==> src/rtl/fc_pkg.sv <==
// Shared definitions for the fully-connected result collector.
//   fc_state_e : collector FSM states (IDLE is the reset state).
package fc_pkg;

  typedef enum logic [1:0] {
    IDLE    = 2'd0,
    COLLECT = 2'd1,
    HOLD    = 2'd2
  } fc_state_e;

endpackage : fc_pkg

==> src/rtl/fc_result_collector_mem.sv <==
// Single-port frame buffer with a registered read port.
//   clk   : clock
//   rst_n : async active-low reset (clears the read register only)
//   we    : write enable, din written to mem[addr]
//   addr  : shared read/write address; addresses >= DEPTH read as 0
//   din   : write data
//   dout  : read data, mem[addr] sampled on the previous rising edge
module memory #(
  parameter  int W     = 32,
  parameter  int DEPTH = 13,
  localparam int AW    = $clog2(DEPTH)
) (
  input  logic          clk,
  input  logic          rst_n,
  input  logic          we,
  input  logic [AW-1:0] addr,
  input  logic [W-1:0]  din,
  output logic [W-1:0]  dout
);

  logic [W-1:0] mem [DEPTH];

  // NOTE: the storage array is deliberately not reset; only the read register is.
  always_ff @(posedge clk) begin
    if (we) mem[addr] <= din;
  end

  // Addresses past the last word read as zero instead of aliasing.
  always_ff @(posedge clk or negedge rst_n) begin
    if (!rst_n)                  dout <= '0;
    else if (int'(addr) < DEPTH) dout <= mem[addr];
    else                         dout <= '0;
  end

endmodule : memory

==> src/rtl/fc_result_collector.sv <==
// Collects M signed result words from an fc layer into a frame buffer, tracks
// the running argmax, then holds the frame until the consumer acknowledges it.
//   clk          : clock
//   reset        : async active-low reset
//   input_valid  : upstream word valid
//   input_ready  : high only while collecting
//   input_data   : signed result word
//   frame_valid  : a complete frame is held
//   frame_ack    : consumer releases the held frame (honoured only in HOLD)
//   max_idx      : index of the largest word (lowest index on ties)
//   max_val      : value of the largest word
//   rd_addr      : frame read index (used while holding)
//   rd_data      : buffer[rd_addr], one cycle latency, 0 for rd_addr >= M
//   frame_count  : frames acknowledged since reset, wraps at 2^16
module fc_result_collector
  import fc_pkg::*;
#(
  parameter  int M         = 13,
  parameter  int T         = 32,
  localparam int LOGSIZE_M = $clog2(M)
) (
  input  logic                 clk,
  input  logic                 reset,
  input  logic                 input_valid,
  output logic                 input_ready,
  input  logic signed [T-1:0]  input_data,
  output logic                 frame_valid,
  input  logic                 frame_ack,
  output logic [LOGSIZE_M-1:0] max_idx,
  output logic signed [T-1:0]  max_val,
  input  logic [LOGSIZE_M-1:0] rd_addr,
  output logic signed [T-1:0]  rd_data,
  output logic [15:0]          frame_count
);

  localparam logic [LOGSIZE_M-1:0] LAST_IDX = LOGSIZE_M'(M - 1);

  fc_state_e            state;
  logic [LOGSIZE_M-1:0] wr_cnt;
  logic                 xfer;
  logic [LOGSIZE_M-1:0] mem_addr;
  logic [T-1:0]         mem_dout;

  assign input_ready = (state == COLLECT);
  assign xfer        = input_valid && input_ready;

  // The single buffer port is owned by the writer while collecting and by
  // the consumer's read index otherwise.
  assign mem_addr = (state == COLLECT) ? wr_cnt : rd_addr;
  assign rd_data  = $signed(mem_dout);

  memory #(T, M) u_frame_buf (
    .clk   (clk),
    .rst_n (reset),
    .we    (xfer),
    .addr  (mem_addr),
    .din   (input_data),
    .dout  (mem_dout)
  );

  // NOTE: all state here is updated with non-blocking assignments so every
  // branch sees the pre-edge values of state, wr_cnt and max_val.
  always_ff @(posedge clk or negedge reset) begin
    if (!reset) begin
      state       <= IDLE;
      wr_cnt      <= '0;
      frame_valid <= 1'b0;
      max_val     <= '0;
      max_idx     <= '0;
      frame_count <= '0;
    end else begin
      case (state)
        IDLE: state <= COLLECT;

        COLLECT: begin
          if (xfer) begin
            // Both operands are signed, so this is a signed compare; strict
            // '>' keeps the earlier index on a tie.
            if (wr_cnt == '0 || input_data > max_val) begin
              max_val <= input_data;
              max_idx <= wr_cnt;
            end
            if (wr_cnt == LAST_IDX) begin
              state       <= HOLD;
              frame_valid <= 1'b1;
            end else begin
              wr_cnt <= wr_cnt + LOGSIZE_M'(1);
            end
          end
        end

        HOLD: begin
          if (frame_ack) begin
            state       <= COLLECT;
            frame_valid <= 1'b0;
            wr_cnt      <= '0;
            frame_count <= frame_count + 16'd1;
          end
        end

        default: state <= IDLE;
      endcase
    end
  end

endmodule : fc_result_collector

==> config.mk <==
export PLATFORM = sky130hd
export DESIGN_NAME = fc_result_collector
export DESIGN_NICKNAME = d
export VERILOG_FILES = /design/src/rtl/fc_pkg.sv /design/src/rtl/fc_result_collector_mem.sv /design/src/rtl/fc_result_collector.sv
export SDC_FILE = /design/constraint.sdc
export NUM_CORES = 1
export LEC_CHECK = 0
export CORE_MARGIN = 5
export CORE_UTILIZATION = 55
export CTS_BUF_LIST = sky130_fd_sc_hd__clkbuf_2
export DETAILED_ROUTE_END_ITERATION = 6
export PLACE_DENSITY = 0.78
export SYNTH_ARGS = -nofsm -noshare
export SYNTH_HDL_FRONTEND = slang
export SYNTH_SLANG_ARGS = --single-unit
export TNS_END_PERCENT = 30
==> constraint.sdc <==
create_clock -name clk -period 4.2 [get_ports clk]
set_input_delay 0.42 -clock clk [delete_from_list [all_inputs] [get_ports clk]]
set_output_delay 0.42 -clock clk [all_outputs]
set_load 0.02 [all_outputs]
# After elaboration in Yosys (flattened, before gate mapping)
# Memory sizes are Yosys's and may differ from the RTL's.
# Index checks and enable logic that the tools add are counted.
# word_totals
inputBits,40
mem_bits_rw,416
output_inout_bits,86
n_memories,1
ff_bits,91
wordCells,45
# op_classes
n_addsub,2
magnitude_cmp,2
n_reduce_logical,10
mux,16
eq_ne,7
# memory_table
name,words,width,read_ports,rd_ports_with_merged_regs,wr,line,source
u_frame_buf.mem,13,32,1,0,1,fc_result_collector_mem.sv:21,logic [W-1:0] mem [DEPTH];
# ops
cell,count
$gt 32x32->1,1
$mux 32,1
$add 16x1->16 const B,1
$mux 4,4
$pmux 4 s2,1
$reduce_and 4->1,2
$mux 2,3
$pmux 2 s3,1
$reduce_and 3->1,2
$mux 1,5
$add 4x1->4 const B,1
$eq 4x4->1 const B,1
$logic_not 4->1,1
$lt 4x4->1 const B,1
$ne 2x1->1 const B,2
$ne 2x2->1 const B,2
$eq 2x1->1 const B,1
$eq 2x2->1 const B,1
$logic_not 2->1,1
$pmux 1 s2,1
$reduce_and 2->1,1
$reduce_bool 2->1,1
$logic_and 1x1->1,1
$logic_or 1x1->1,1

# Depth between registers and ports, before layout
# depth
ltp_word,4
ltp_mapped,9
ltp_nobuf,8

# Hierarchy
# Synthesis repeated with hierarchy kept, for this count alone.
# unflattened
hier_cells,1108
area_unflattened_um2,20124.3
# by_module_without_submodules
mod,seq_area_each_um2,n_inst,cells_each,area_each_um2
memory,13292.7,1,807,16721.0
fc_result_collector,1476.4,1,301,3403.3

# Worst setup path after synthesis
# OpenSTA, ideal clock, no wires.
# synth_timing
path_type,register to register
from,register state[0]
to,"memory u_frame_buf.mem[12][0], enable pin"
setup_time_ns,0.461
path_stages_with_launch,7
period_less_slack_ns,4.282
slack_ns,-0.082
n_path_buf,2
t_arrival_ns,3.821
t_required_ns,3.739
path_cell_list,dfrtp_1 > nor2b_2 > buf_6 > mux2i_1 > clkbuf_1 > nand3_1 > nor3_1
# synth_via
elab_chain_len,4
elab_cells_between_ends,5
classes_between,eq/ne: 1; mux: 3; reduce/logical: 1
# synth_rtl
element,line,source
from (decl),fc_result_collector.sv:38,fc_state_e state;
from (signal assigned),fc_result_collector.sv:65,state <= IDLE;
from (signal assigned),fc_result_collector.sv:73,IDLE: state <= COLLECT;
from (signal assigned),fc_result_collector.sv:84,state <= HOLD;
$eq 2x1->1 *,fc_result_collector.sv:44,assign input_ready = (state == COLLECT);
via input_ready,fc_result_collector.sv:25,"output logic input_ready,"
$logic_and 1x1->1,fc_result_collector.sv:45,assign xfer = input_valid && input_ready;
$mux 1,fc_result_collector_mem.sv:25,if (we) mem[addr] <= din;
$mux 1 (implied by the code),fc_result_collector_mem.sv:25,
to (decl),fc_result_collector_mem.sv:21,
# The timed path passes the listed nets; every way through them passes the cells marked *.

# Worst setup path after layout
# layout_timing
from,register state[0]
to,"memory u_frame_buf.mem[8][30], enable pin"
# layout_via
elab_chain_len,4
elab_cells_between_ends,5
classes_between,eq/ne: 1; mux: 3; reduce/logical: 1
# layout_rtl
element,line
$eq 2x1->1 *,"fc_result_collector.sv:44, fc_result_collector.sv:49"
$logic_and 1x1->1,fc_result_collector.sv:45
$mux 1,fc_result_collector_mem.sv:25
$mux 1 (implied by the code),fc_result_collector_mem.sv:25
# Mark *: on every way between the ends. The rest lies on a longest branch, timed or not.

==> impl_metrics.tcl <==
set metrics [dict create \
    status "finished clean" \
    fill_cells 2458 \
    startpoint_type "flop" \
    ys_types 44 \
    path_clk_slew_ns 0.11 \
    place_hpwl_um 26900 \
    insertion_delay_ns 1.06 \
    worst_slack_ns 0.990 \
    final.setup.tns_ns 0 \
    p_seq_frac 0.416 \
    worstPathArrival_ns 3.93 \
    final.min_clock_period_ns 3.21 \
    grt_first_pass_wirelength_um 69000 \
    synth-main-ff-cell "edfxtp_1" \
    syn_avg_cell_area_um2 19.2 \
    power.density_nw_per_um2 704 \
    area_growth_syn_to_layout_pct 16.9 \
    synth_top_area_cell "edfxtp_1" \
    p_int_uw 10500 \
    grt.busiest_layer "met2" \
    synth_async_sr_flop_share 0.179 \
    drt-total-wl_um 45900 \
    cp_slowest_stage_delay_ns 0.48 \
    synthTopCellsByArea "edfxtp_1 (63%), dfrtp_1 (12%), mux4_2 (11%), ha_1 (2.2%), a221o_1 (1.7%)" \
    hold_viol 0 \
    ys_seq_area_frac 0.746 \
    use_met2 0.389 \
    via_count 10900 \
    start_util 0.557 \
    crit_family "simple AND/OR/NAND/NOR gates" \
    yosysTopAreaCellShare 0.631 \
    cp_num_buf_inv 3 \
    pre_cts_ws_ns 0.570 \
    drtAntennaViolNets 0 \
    grt_start_max_net_pins 66 \
    drc_errors 0 \
    p_leak_uw 0.00843 \
    worst_pin_slew_ns 0.961 \
    setup_violations 0 \
    cts.sinks 507 \
    core.rowCount 69 \
    fin_nets 1359 \
    power_switching_uw 5770 \
    vdd_drop_max_v 0.000616 \
    slowest_stage "nor2_4" \
    post-route-util 0.651 \
    yosys_warnings 0 \
    slew_viol_final 0 \
    grt_use_total 0.234 \
    hold_class "primary input to flop" \
    placed_cell_area_um2 21900 \
    port_buffers 125 \
    rsz0062_at_grt "false" \
    endpoint_kind "flop" \
    pwr-share-clk 0.198 \
    cts_setup_buffers 0 \
    htree_levels 3 \
    maxCapViolations 0 \
    core_um2 35600 \
    gr-usage-met1 0.307 \
    max_freq_mhz 311 \
    switching_share 0.354 \
    drive_above_1_share 0.272 \
    synth-edff-count 416 \
    vias_per_cell 5.90 \
    io-pin-count 126 \
    path_max_fanout 26 \
    numCtsBuffers 118 \
    power_uw 16300 \
    post_synth_inst_count 1033 \
    place.gp.congestion 0.784 \
    overflow 0 \
    root_buffer "clkbuf_2" \
    met3_usage 0.0576 \
    synth.cell_area_um2 19800 \
    crit_required_ns 4.91 \
    min_period_over_period 0.764 \
    first_global_vias 11600 \
    synth.ff_latch_count 507 \
    stdcell_area_um2 23100 \
    die_width_um 200 \
    die_y_um 200 \
    die_area_um2 39900 \
    crit_top_cell "buf_4" \
    routedWlPerCell_um 24.8 \
    cts_max_path_buffers 3 \
    comb_power_share 0.385 \
    fin_skew_ns 0.0693 \
    first_iter_violations 879 \
    firstDrtPassIters 5 \
    cp_cell_sequence "nor2b_2, buf_4, mux2i_4, buf_4, nand2_1, nor2_4, buf_4" \
    crit_type "flop to flop" \
    max_slew_margin 0.359 \
    layout_commonest_cell "edfxtp_1" \
    grt_antenna_before_repair 2 \
    syn-num-nets 1108 \
    layout_common_cells "edfxtp_1 (416), clkbuf_2 (194), clkdlybuf4s50_1 (124), mux4_2 (96), dfrtp_1 (91)" \
    cts_tree "done" \
]
==> power by group through the flow <==
stage / registers (uW) / logic, uW / clock network [uW]
floorplan: 7160 / 3620 / 0
global placement: 6850 / 6160 / 0
detailed placement: 6900 / 6290 / 0
CTS: 6790 / 6330 / 3310
global route: 6850 / 6720 / 3590
finish: 6780 / 6280 / 3230
==> cells by family after synthesis <==
kind of cell | share of synthesized area
compound gates | 0.0352
xor+xnor | 0.00708
fa+ha+maj | 0.0221
buf+inv | 0.0195
flops | 0.746
mux | 0.135
simple gates | 0.0350
==> worst reg2reg max path, stage by stage, from the launching register on <==
cell	delay, ns
dfrtp_1	0.44
nor2b_2	0.21
buf_4	0.26
mux2i_4	0.44
buf_4	0.48
nand2_1	0.35
nor2_4	0.48
buf_4	0.28
==> path summary, 6_finish.rpt <==
| path | slack [ns] | startpoint | depth (start not counted) | end |
|---|---|---|---|---|
| max | 0.99 | state[0] | 7 | u_frame_buf.mem[8][30] |
| max reg2reg | 0.99 | state[0] | 7 | u_frame_buf.mem[8][30] |
| min reg2reg | 0.48 | frame_count[15] | 1 | frame_count[15] |
| min | 0.12 | frame_ack | 4 | frame_valid |
| min in group asynchronous | 0.54 | reset | 4 | max_val[2] |
| max in group asynchronous | 3.15 | reset | 4 | frame_count[6] |
==> synth_stat cells, types with 2 or more instances <==
library cell	number
edfxtp_1	416
mux4_2	96
dfrtp_1	91
nand2_1	80
a21oi_1	46
inv_1	39
ha_1	35
a221o_1	34
mux2_1	30
nor2_1	24
clkbuf_1	19
nand3_1	16
buf_2	14
nand4_1	13
xnor2_1	12
mux2_2	11
buf_6	6
a21o_1	4
and2_1	4
xor2_1	4
buf_4	3
mux2i_1	3
nor2b_1	3
nor3_1	3
o21ai_0	3
a21boi_1	2
and3_1	2
buf_1	2
nand2b_1	2
or3_1	2
==> cell type report <==
cell class              count  area [um2]  area share
diodes                      3        7.51    0.000324
clock buffers             194         971      0.0420
clock inverters            30         180     0.00778
inverters                  39         146     0.00632
multi-input cells         443        4750       0.205
flip-flops and latches    507       14800       0.638
well taps                 461         577      0.0249
repair buffers            175        1740      0.0751
==> metal layers <==
metal | up-vias | routed length, um
li1 | 4704 | -
met1 | 5582 | 17600
met2 | 547 | 23100
met3 | 88 | 4030
met4 | 0 | 1150
met5 | - | 0
==> stage by stage <==
stage / hold slack, ns / std cells
2_1_floorplan: 0.124 / 1033
3_3_place_gp: 0.460 / 1621
3_5_place_dp: 0.467 / 1621
4_1_cts: 0.0180 / 1849
5_1_grt: 0.0152 / 1852
6_report: 0.117 / 1852
==> state kept, by name, summed over array words and instances (netlist names) <==
signal / cells
u_frame_buf.dout: 32
max_val: 32
frame_valid: 1
state: 2
frame_count: 16
max_idx: 4
u_frame_buf.mem: 416
wr_cnt: 4
==> timing repair <==
action / in CTS / in global routing
hold buffers: 4 / 0
resized for setup: 0 / 0
hold endpoints to repair: 73 / 0
No activity file was read; power rests on OpenSTA's default activity.
